File: config.mk
export PLATFORM = sky130hd
export DESIGN_NAME = debounce_edge
export DESIGN_NICKNAME = d
export VERILOG_FILES = /design/src/rtl/debounce_edge.sv
export SDC_FILE = /design/constraint.sdc
export NUM_CORES = 1
export LEC_CHECK = 0
export CELL_PAD_IN_SITES_DETAIL_PLACEMENT = 0
export CELL_PAD_IN_SITES_GLOBAL_PLACEMENT = 1
export CORE_MARGIN = 2
export CORE_UTILIZATION = 40
export CTS_BUF_LIST = sky130_fd_sc_hd__clkbuf_8
export DETAILED_ROUTE_END_ITERATION = 16
export GPL_TIMING_DRIVEN = 0
export PLACE_DENSITY_LB_ADDON = 0.1
export REMOVE_ABC_BUFFERS = 1
export SYNTH_ARGS = -nofsm -noshare
export SYNTH_HDL_FRONTEND = slang
export SYNTH_SLANG_ARGS = --single-unit
export TNS_END_PERCENT = 10
File: constraint.sdc
create_clock -name clk -period 1.93 [get_ports clk]
set_clock_uncertainty 0.2 [all_clocks]
set_input_delay 0.386 -clock clk [delete_from_list [all_inputs] [get_ports clk]]
set_output_delay 0.386 -clock clk [all_outputs]
set_load 0.1 [all_outputs]
File: src/rtl/debounce_edge.sv
`default_nettype none
// +-----------------------------------------------------------------------------
// | Module  : debounce_edge
// | Brief   : Synchronizes a raw bouncing input, commits a level change only after
// |           it has stayed stable, and emits one-clock rise/fall pulses on commit.
// | Revision: 1.0 - initial release
// +-----------------------------------------------------------------------------
module debounce_edge #(
  parameter int SYNC_STAGES   = 2,
  parameter int STABLE_CYCLES = 50000,
  parameter int CNT_W         = 16
) (
  input  logic clk,
  input  logic rst_n,
  input  logic din,
  output logic dout,
  output logic rise,
  output logic fall,
  output logic busy
);

  localparam logic [CNT_W-1:0] c_cnt_last = CNT_W'(STABLE_CYCLES - 1);

  typedef enum logic [1:0] {
    IDLE_LOW  = 2'd0,
    CHK_HIGH  = 2'd1,
    IDLE_HIGH = 2'd2,
    CHK_LOW   = 2'd3
  } state_t;

  logic [SYNC_STAGES-1:0] r_sync;
  logic                   w_s;
  state_t                 r_state;
  logic [CNT_W-1:0]       r_cnt;
  logic                   r_dout;
  logic                   r_rise;
  logic                   r_fall;
  logic                   r_busy;

  always_ff @(posedge clk or negedge rst_n) begin
    if (!rst_n) begin
      r_sync <= '0;
    end else begin
      r_sync <= {r_sync[SYNC_STAGES-2:0], din};
    end
  end

  assign w_s = r_sync[SYNC_STAGES-1];

  // Pulses default low every cycle; only a commit raises one for a single clock.
  always_ff @(posedge clk or negedge rst_n) begin
    if (!rst_n) begin
      r_state <= IDLE_LOW;
      r_cnt   <= '0;
      r_dout  <= 1'b0;
      r_rise  <= 1'b0;
      r_fall  <= 1'b0;
      r_busy  <= 1'b0;
    end else begin
      r_rise <= 1'b0;
      r_fall <= 1'b0;
      case (r_state)
        IDLE_LOW: begin
          if (w_s) begin
            r_state <= CHK_HIGH;
            r_cnt   <= '0;
            r_busy  <= 1'b1;
          end
        end
        CHK_HIGH: begin
          if (!w_s) begin
            r_state <= IDLE_LOW;
            r_cnt   <= '0;
            r_busy  <= 1'b0;
          end else if (r_cnt == c_cnt_last) begin
            r_state <= IDLE_HIGH;
            r_cnt   <= '0;
            r_dout  <= 1'b1;
            r_rise  <= 1'b1;
            r_busy  <= 1'b0;
          end else begin
            r_cnt <= r_cnt + 1'b1;
          end
        end
        IDLE_HIGH: begin
          if (!w_s) begin
            r_state <= CHK_LOW;
            r_cnt   <= '0;
            r_busy  <= 1'b1;
          end
        end
        CHK_LOW: begin
          if (w_s) begin
            r_state <= IDLE_HIGH;
            r_cnt   <= '0;
            r_busy  <= 1'b0;
          end else if (r_cnt == c_cnt_last) begin
            r_state <= IDLE_LOW;
            r_cnt   <= '0;
            r_dout  <= 1'b0;
            r_fall  <= 1'b1;
            r_busy  <= 1'b0;
          end else begin
            r_cnt <= r_cnt + 1'b1;
          end
        end
        default: begin
          r_state <= IDLE_LOW;
          r_cnt   <= '0;
          r_dout  <= 1'b0;
          r_busy  <= 1'b0;
        end
      endcase
    end
  end

  assign dout = r_dout;
  assign rise = r_rise;
  assign fall = r_fall;
  assign busy = r_busy;

endmodule
`default_nettype wire

==> results of run 1 <==
-- critical path: cells and delay by family (launching register included) --
kind                   cells  cell delay, ns
buffers and inverters      1            0.18
AOI/OAI and AO/OA          1            0.18
DFF                        1            0.46
and+or+nand+nor            3            0.80
-- metrics by stage --
stage,worst slack [ns],hold WS (ns)
2_1_floorplan,-0.1578,-0.1096
3_3_place_gp,-0.5372,0.1337
3_5_place_dp,-0.6179,0.1436
4_1_cts,-0.03051,0.1650
5_1_grt,-0.06636,0.1799
6_report,0.01066,0.1617
-- final timing paths --
kind	startpoint	to	slack [ns]	depth (start not counted)
worst max-delay path	r_cnt[4]	r_cnt[7]	0.01	5
worst min-delay path	r_sync[0]	r_sync[1]	0.16	0
worst max register to register	r_cnt[4]	r_cnt[7]	0.01	5
worst min register to register	r_sync[0]	r_sync[1]	0.16	0
max in group asynchronous	rst_n	r_cnt[7]	0.28	1
min in group asynchronous	rst_n	r_cnt[14]	0.51	1
-- registers in the layout, summed over array words and instances, names as in the netlist, named ones only --
| name | cells |
|---|---|
| busy | 1 |
| dout | 1 |
| fall | 1 |
| r_cnt | 16 |
| r_state | 1 |
| r_sync | 2 |
| rise | 1 |
-- per-layer routing --
metal / track usage / part of all wire
met1: 0.2634 / 0.48
met2: 0.2781 / 0.49
met3: 0.02521 / 0.023
met4: 0.06383 / 0.0050
met5: 0 / 0
-- logic make-up (layout without fill, tap and decap cells) --
kind of cell | after synthesis | in the layout | synth area share
DFF | 24 | 24 | 0.4567
buffers and inverters | 16 | 27 | 0.05614
adders and majority gates | 1 | 1 | 0.009513
muxes | 1 | 1 | 0.007612
xor gates and xnor gates | 3 | 3 | 0.01998
AOI/OAI and AO/OA | 38 | 38 | 0.1922
and+or+nand+nor | 48 | 49 | 0.2579
-- timing repair --
| item | CTS | global route |
|---|---|---|
| hold endpoints to repair | 0 | 0 |
| setup endpoints to repair | 26 | 21 |
| cloned | 1 | 0 |
| pin swaps | 1 | 5 |
| gates resized for setup | 21 | 6 |
| buffers inserted | 4 | 6 |
-- final cells by class --
| type | count | area share |
|---|---|---|
| Multi-Input combinational cell | 92 | 0.4379 |
| Timing Repair Buffer | 16 | 0.08977 |
| Inverter | 7 | 0.01639 |
| Clock buffer | 3 | 0.02576 |
| Tap cell | 44 | 0.03435 |
| Sequential cell | 24 | 0.3770 |
| Clock inverter | 1 | 0.01874 |
-- synthesized netlist by cell type --
cell type / instances
clkbuf_1: 2
o21ai_0: 8
nor4_1: 3
and4bb_2: 3
or4_1: 1
xor2_1: 1
a2bb2oi_1: 1
nand3_1: 7
nand4_4: 1
nand3_2: 1
buf_2: 5
a31o_2: 1
mux2i_1: 1
nand4_2: 1
o211ai_2: 1
o22ai_1: 2
dfrtp_1: 24
a32o_1: 1
o311ai_1: 1
a21o_2: 1
o311ai_0: 1
nand4_1: 5
and2_1: 1
inv_1: 7
xnor2_1: 2
and3_1: 2
a41oi_1: 2
nor2_1: 1
o211ai_1: 1
nand2b_1: 1
nor4b_4: 1
nand2_1: 10
and4_2: 1
or3_2: 1
ha_1: 1
nand4b_1: 1
a31oi_1: 15
buf_4: 2
or4_4: 1
a21oi_1: 3
or2_4: 1
nor3_1: 4
and4_1: 1
-- report_power, final --
group          total [W]  switching, W  internal (W)
clock           0.000444      0.000167      0.000277
combinational   0.000374      0.000252      0.000122
sequential      0.000595     0.0000480      0.000547
==> flow_metrics.tcl, run 1 <==
set metrics [dict create \
    track_usage 0.1811 \
    avgSynthCellArea_um2 10.04 \
    drc_errors 0 \
    setup_viol 0 \
    hold_viol_final 0 \
    total_power_w 0.001413 \
    grt-ovfl-total 0 \
    rsz0062_at_grt "true" \
    slew_violations 0 \
    place_area_mm2 0.001383 \
    cts.sinks 24 \
    area_delta_synth_final_pct 21.88 \
    synth.area.top_cells "dfrtp_1 (46%), a31oi_1 (7.1%), o21ai_0 (3.0%)" \
    wirelength_mm 2.987 \
    synth_top_area_frac 0.4567 \
    insertedDiodeCount 0 \
    die_h_um 61.34 \
    cts_max_level 1 \
    portBuffers 6 \
    max_stage_delay_ns 0.46 \
    worst_skew_pair.late_latency_ns 0.27 \
    gp_congestion 0.7274 \
    multi_input_area_um2 701.9 \
    vias 1107 \
    cap_violations 0 \
    yosysTopAreaCell "dfrtp_1" \
    fin_area_mm2 0.001603 \
    path_cells "nor4b_4 > nand4_4 > buf_6 > and4bb_2 > a21o_2" \
    final_common_cell "dfrtp_1" \
    hold_path.class "flip-flop to flip-flop" \
    critical_path_class "flip-flop to flip-flop" \
    syn_inst 131 \
    rows 20 \
    min_period_over_period 0.9945 \
    dieArea_mm2 0.003762 \
    fin_util 0.5207 \
    seq_area_um2 604.3 \
    slew-limit-headroom 0.2547 \
    final_cell_mix "dfrtp_1 (21), a31oi_1 (15), nand2_1 (10)" \
    drive_gt1_frac 0.2867 \
    worstSetupEndpointType "flip-flop" \
    ioPinCount 7 \
    cts_hold_buf 0 \
    clockBufferDepth 2 \
    grt_pass1_wl_mm 4.885 \
    cts_tree "done" \
    tns_ns 0 \
    slowest_stage "dfrtp_2" \
    critPathMaxFanout 7 \
    numCtsBuffers 3 \
    initial_core_util 0.4272 \
    antenna_found_initial 0 \
    viasPerCell 5.920 \
    power_leakage_nw 0.6397 \
    max_freq_mhz 521.0 \
    start_kind "flip-flop" \
    ys_seq_area_frac 0.4567 \
    drt_iter0_drc 60 \
    crit_required_ns 1.89 \
    fp.dieW_um 61.34 \
    syn_area_mm2 0.001315 \
    firstDrtPassIters 5 \
    first_global_vias 986 \
    arrival_ns 1.88 \
    dp_hpwl_mm 1.851 \
    stdcell_count 187 \
    wire_per_inst_um 15.97 \
    min_period_ns 1.919 \
    final_nets 148 \
    clock-root-buffer "clkbuf_8" \
    powerDensity_mw_per_mm2 881.8 \
    synth.distinct_cells 43 \
    tightestPinTransition_ns 1.114 \
    grt_max_degree 26 \
    fillers 282 \
    post-place-cells 172 \
    synth_warnings 0 \
    worst_setup_hold_path_clk_slew_ns 0.09 \
    vdd_drop_max_uv 1006 \
    synth.ff_latch_count 24 \
    status "finished clean" \
    ant_nets 0 \
    core_area_mm2 0.003078 \
]
(Power assumes the default switching activity.)
==> run 2, diff against run 1 <==
- CORE_UTILIZATION: 40 -> 37
==> flow_metrics.tcl, run 2 (synthesized netlist as in run 1, its figures left out) <==
set metrics [dict create \
    pwr-share-clk 0.314 \
    crit_required_ns 1.90 \
    grt.busiest_layer "met2" \
    intPower_w 0.0009394 \
    critical_path_class "flip-flop to flip-flop" \
    worst_skew_pair.late_latency_ns 0.27 \
    wirelength_mm 2.807 \
    worst_setup_hold_path_clk_slew_ns 0.09 \
    gp_congestion 0.7719 \
    grt-ovfl-total 0 \
    fin_area_mm2 0.001560 \
    power_frac_seq 0.433 \
    area_delta_synth_final_pct 18.65 \
    min_period_ns 1.888 \
    switching_share 0.3326 \
    status "finished clean" \
    die_h_um 63.62 \
    largest_registers "r_cnt: 16 flops, r_sync: 2 flops" \
    wire_per_inst_um 15.26 \
    clockBufferDepth 2 \
    ioPinCount 7 \
    critPathMaxFanout 10 \
    rsz0062_at_grt "true" \
    antenna_found_initial 0 \
    worstSetupEndpointType "flip-flop" \
    slew_violations 0 \
    rows 21 \
    cts.sinks 24 \
    min_period_over_period 0.9781 \
    viasPerCell 5.842 \
    drive_gt1_frac 0.2754 \
    insertedDiodeCount 0 \
    core_area_mm2 0.003363 \
    power_leakage_nw 0.5972 \
    final_common_cell "dfrtp_1" \
    cts_tree "done" \
    vdd_drop_max_uv 1035 \
    setup_viol 0 \
    cts_max_level 1 \
    cap_violations 0 \
    final_nets 143 \
    drt_iter0_drc 65 \
    grt_pass1_wl_mm 4.981 \
    fp.dieW_um 63.62 \
    first_global_vias 1010 \
    firstDrtPassIters 4 \
    track_usage 0.1574 \
    start_kind "flip-flop" \
    tightestPinTransition_ns 1.087 \
    largest_register_ff_count 16 \
    place_area_mm2 0.001385 \
    dieArea_mm2 0.004047 \
    p_comb_frac 0.253 \
    rrSetupSlack_ns 0.04 \
    grt_max_degree 26 \
    ant_nets 0 \
    path_cells "nor4b_4 > nand4_4 > or2_4 > o311ai_1" \
    globalRouteMet1Util 0.2231 \
    vias 1075 \
    final_cell_mix "dfrtp_1 (19), a31oi_1 (15), nand2_1 (9)" \
    numCtsBuffers 3 \
    clock-root-buffer "clkbuf_8" \
    regMostFlops "r_cnt" \
    slowest_stage "dfrtp_2" \
    met3_usage 0.02679 \
    dp_hpwl_mm 1.840 \
    max_freq_mhz 529.8 \
    hold_path.class "flip-flop to flip-flop" \
    p_switching_w 0.0004683 \
    powerDensity_mw_per_mm2 902.2 \
    max_stage_delay_ns 0.47 \
    fillers 339 \
    fin_util 0.4639 \
    slew-limit-headroom 0.2728 \
    drc_errors 0 \
    arrival_ns 1.86 \
    portBuffers 6 \
    initial_core_util 0.3910 \
    use_met2 0.2368 \
    hold_viol_final 0 \
    cts_hold_buf 0 \
]
## run 2: final cells by class
type / count / area, um2 / area share
multi-input cells: 92 / 695.7 / 0.4459
flip-flops and latches: 24 / 606.8 / 0.3889
repair buffers: 11 / 102.6 / 0.06576
well taps: 46 / 57.56 / 0.03689
clock buffers: 3 / 41.29 / 0.02646
clock inverters: 1 / 30.03 / 0.01925
inverters: 7 / 26.28 / 0.01684
## run 2: layer usage
metal / up-vias / share of wire
met3: 5 / 0.024
met2: 14 / 0.45
li1: 528 / -
met5: - / 0
met1: 528 / 0.51
met4: 0 / 0.014
## run 2: critical path: cells and delay by family, from the launching register on
family	cells	cell delay [ns]
and+or+nand+nor	3	0.88
DFF	1	0.47
AOI/OAI and AO/OA	1	0.23
## run 2: worst paths after layout
kind,end,startpoint,depth (start not counted)
min,r_sync[1],r_sync[0],0
max in group asynchronous,r_cnt[1],rst_n,1
max reg2reg,dout,r_cnt[7],4
min in group asynchronous,r_cnt[14],rst_n,1
min reg2reg,r_sync[1],r_sync[0],0
max,dout,r_cnt[7],4
## run 2: power by group through the flow
stage	Combinational, W	Sequential (W)	Clock, W
after floorplan	0.000176	0.000673	0
after global placement	0.000342	0.000603	0
after detailed placement	0.000350	0.000607	0
after CTS	0.000363	0.000609	0.000457
after global routing	0.000393	0.000620	0.000490
final	0.000357	0.000609	0.000442
## run 2: metrics by stage
| step | setup WS, ns | cells | hold WS, ns | TNS, ns | power (W) |
|---|---|---|---|---|---|
| floorplan | -0.1578 | 122 | -0.1096 | -0.4471 | 0.0008496 |
| global placement | -0.5554 | 174 | 0.1369 | -10.28 | 0.0009445 |
| detailed placement | -0.6731 | 174 | 0.1405 | -11.40 | 0.0009570 |
| global route | -0.06990 | 184 | 0.1756 | -0.2598 | 0.001503 |
| CTS | 0.002671 | 181 | 0.1617 | 0 | 0.001429 |
| finish | 0.04235 | 184 | 0.1580 | 0 | 0.001408 |
## run 2: repair_timing
| action | in CTS | in global routing |
|---|---|---|
| pin swaps | 2 | 2 |
| setup endpoints to repair | 26 | 9 |
| gates resized for setup | 24 | 3 |
| setup buffers | 2 | 3 |
| cloned | 1 | 0 |
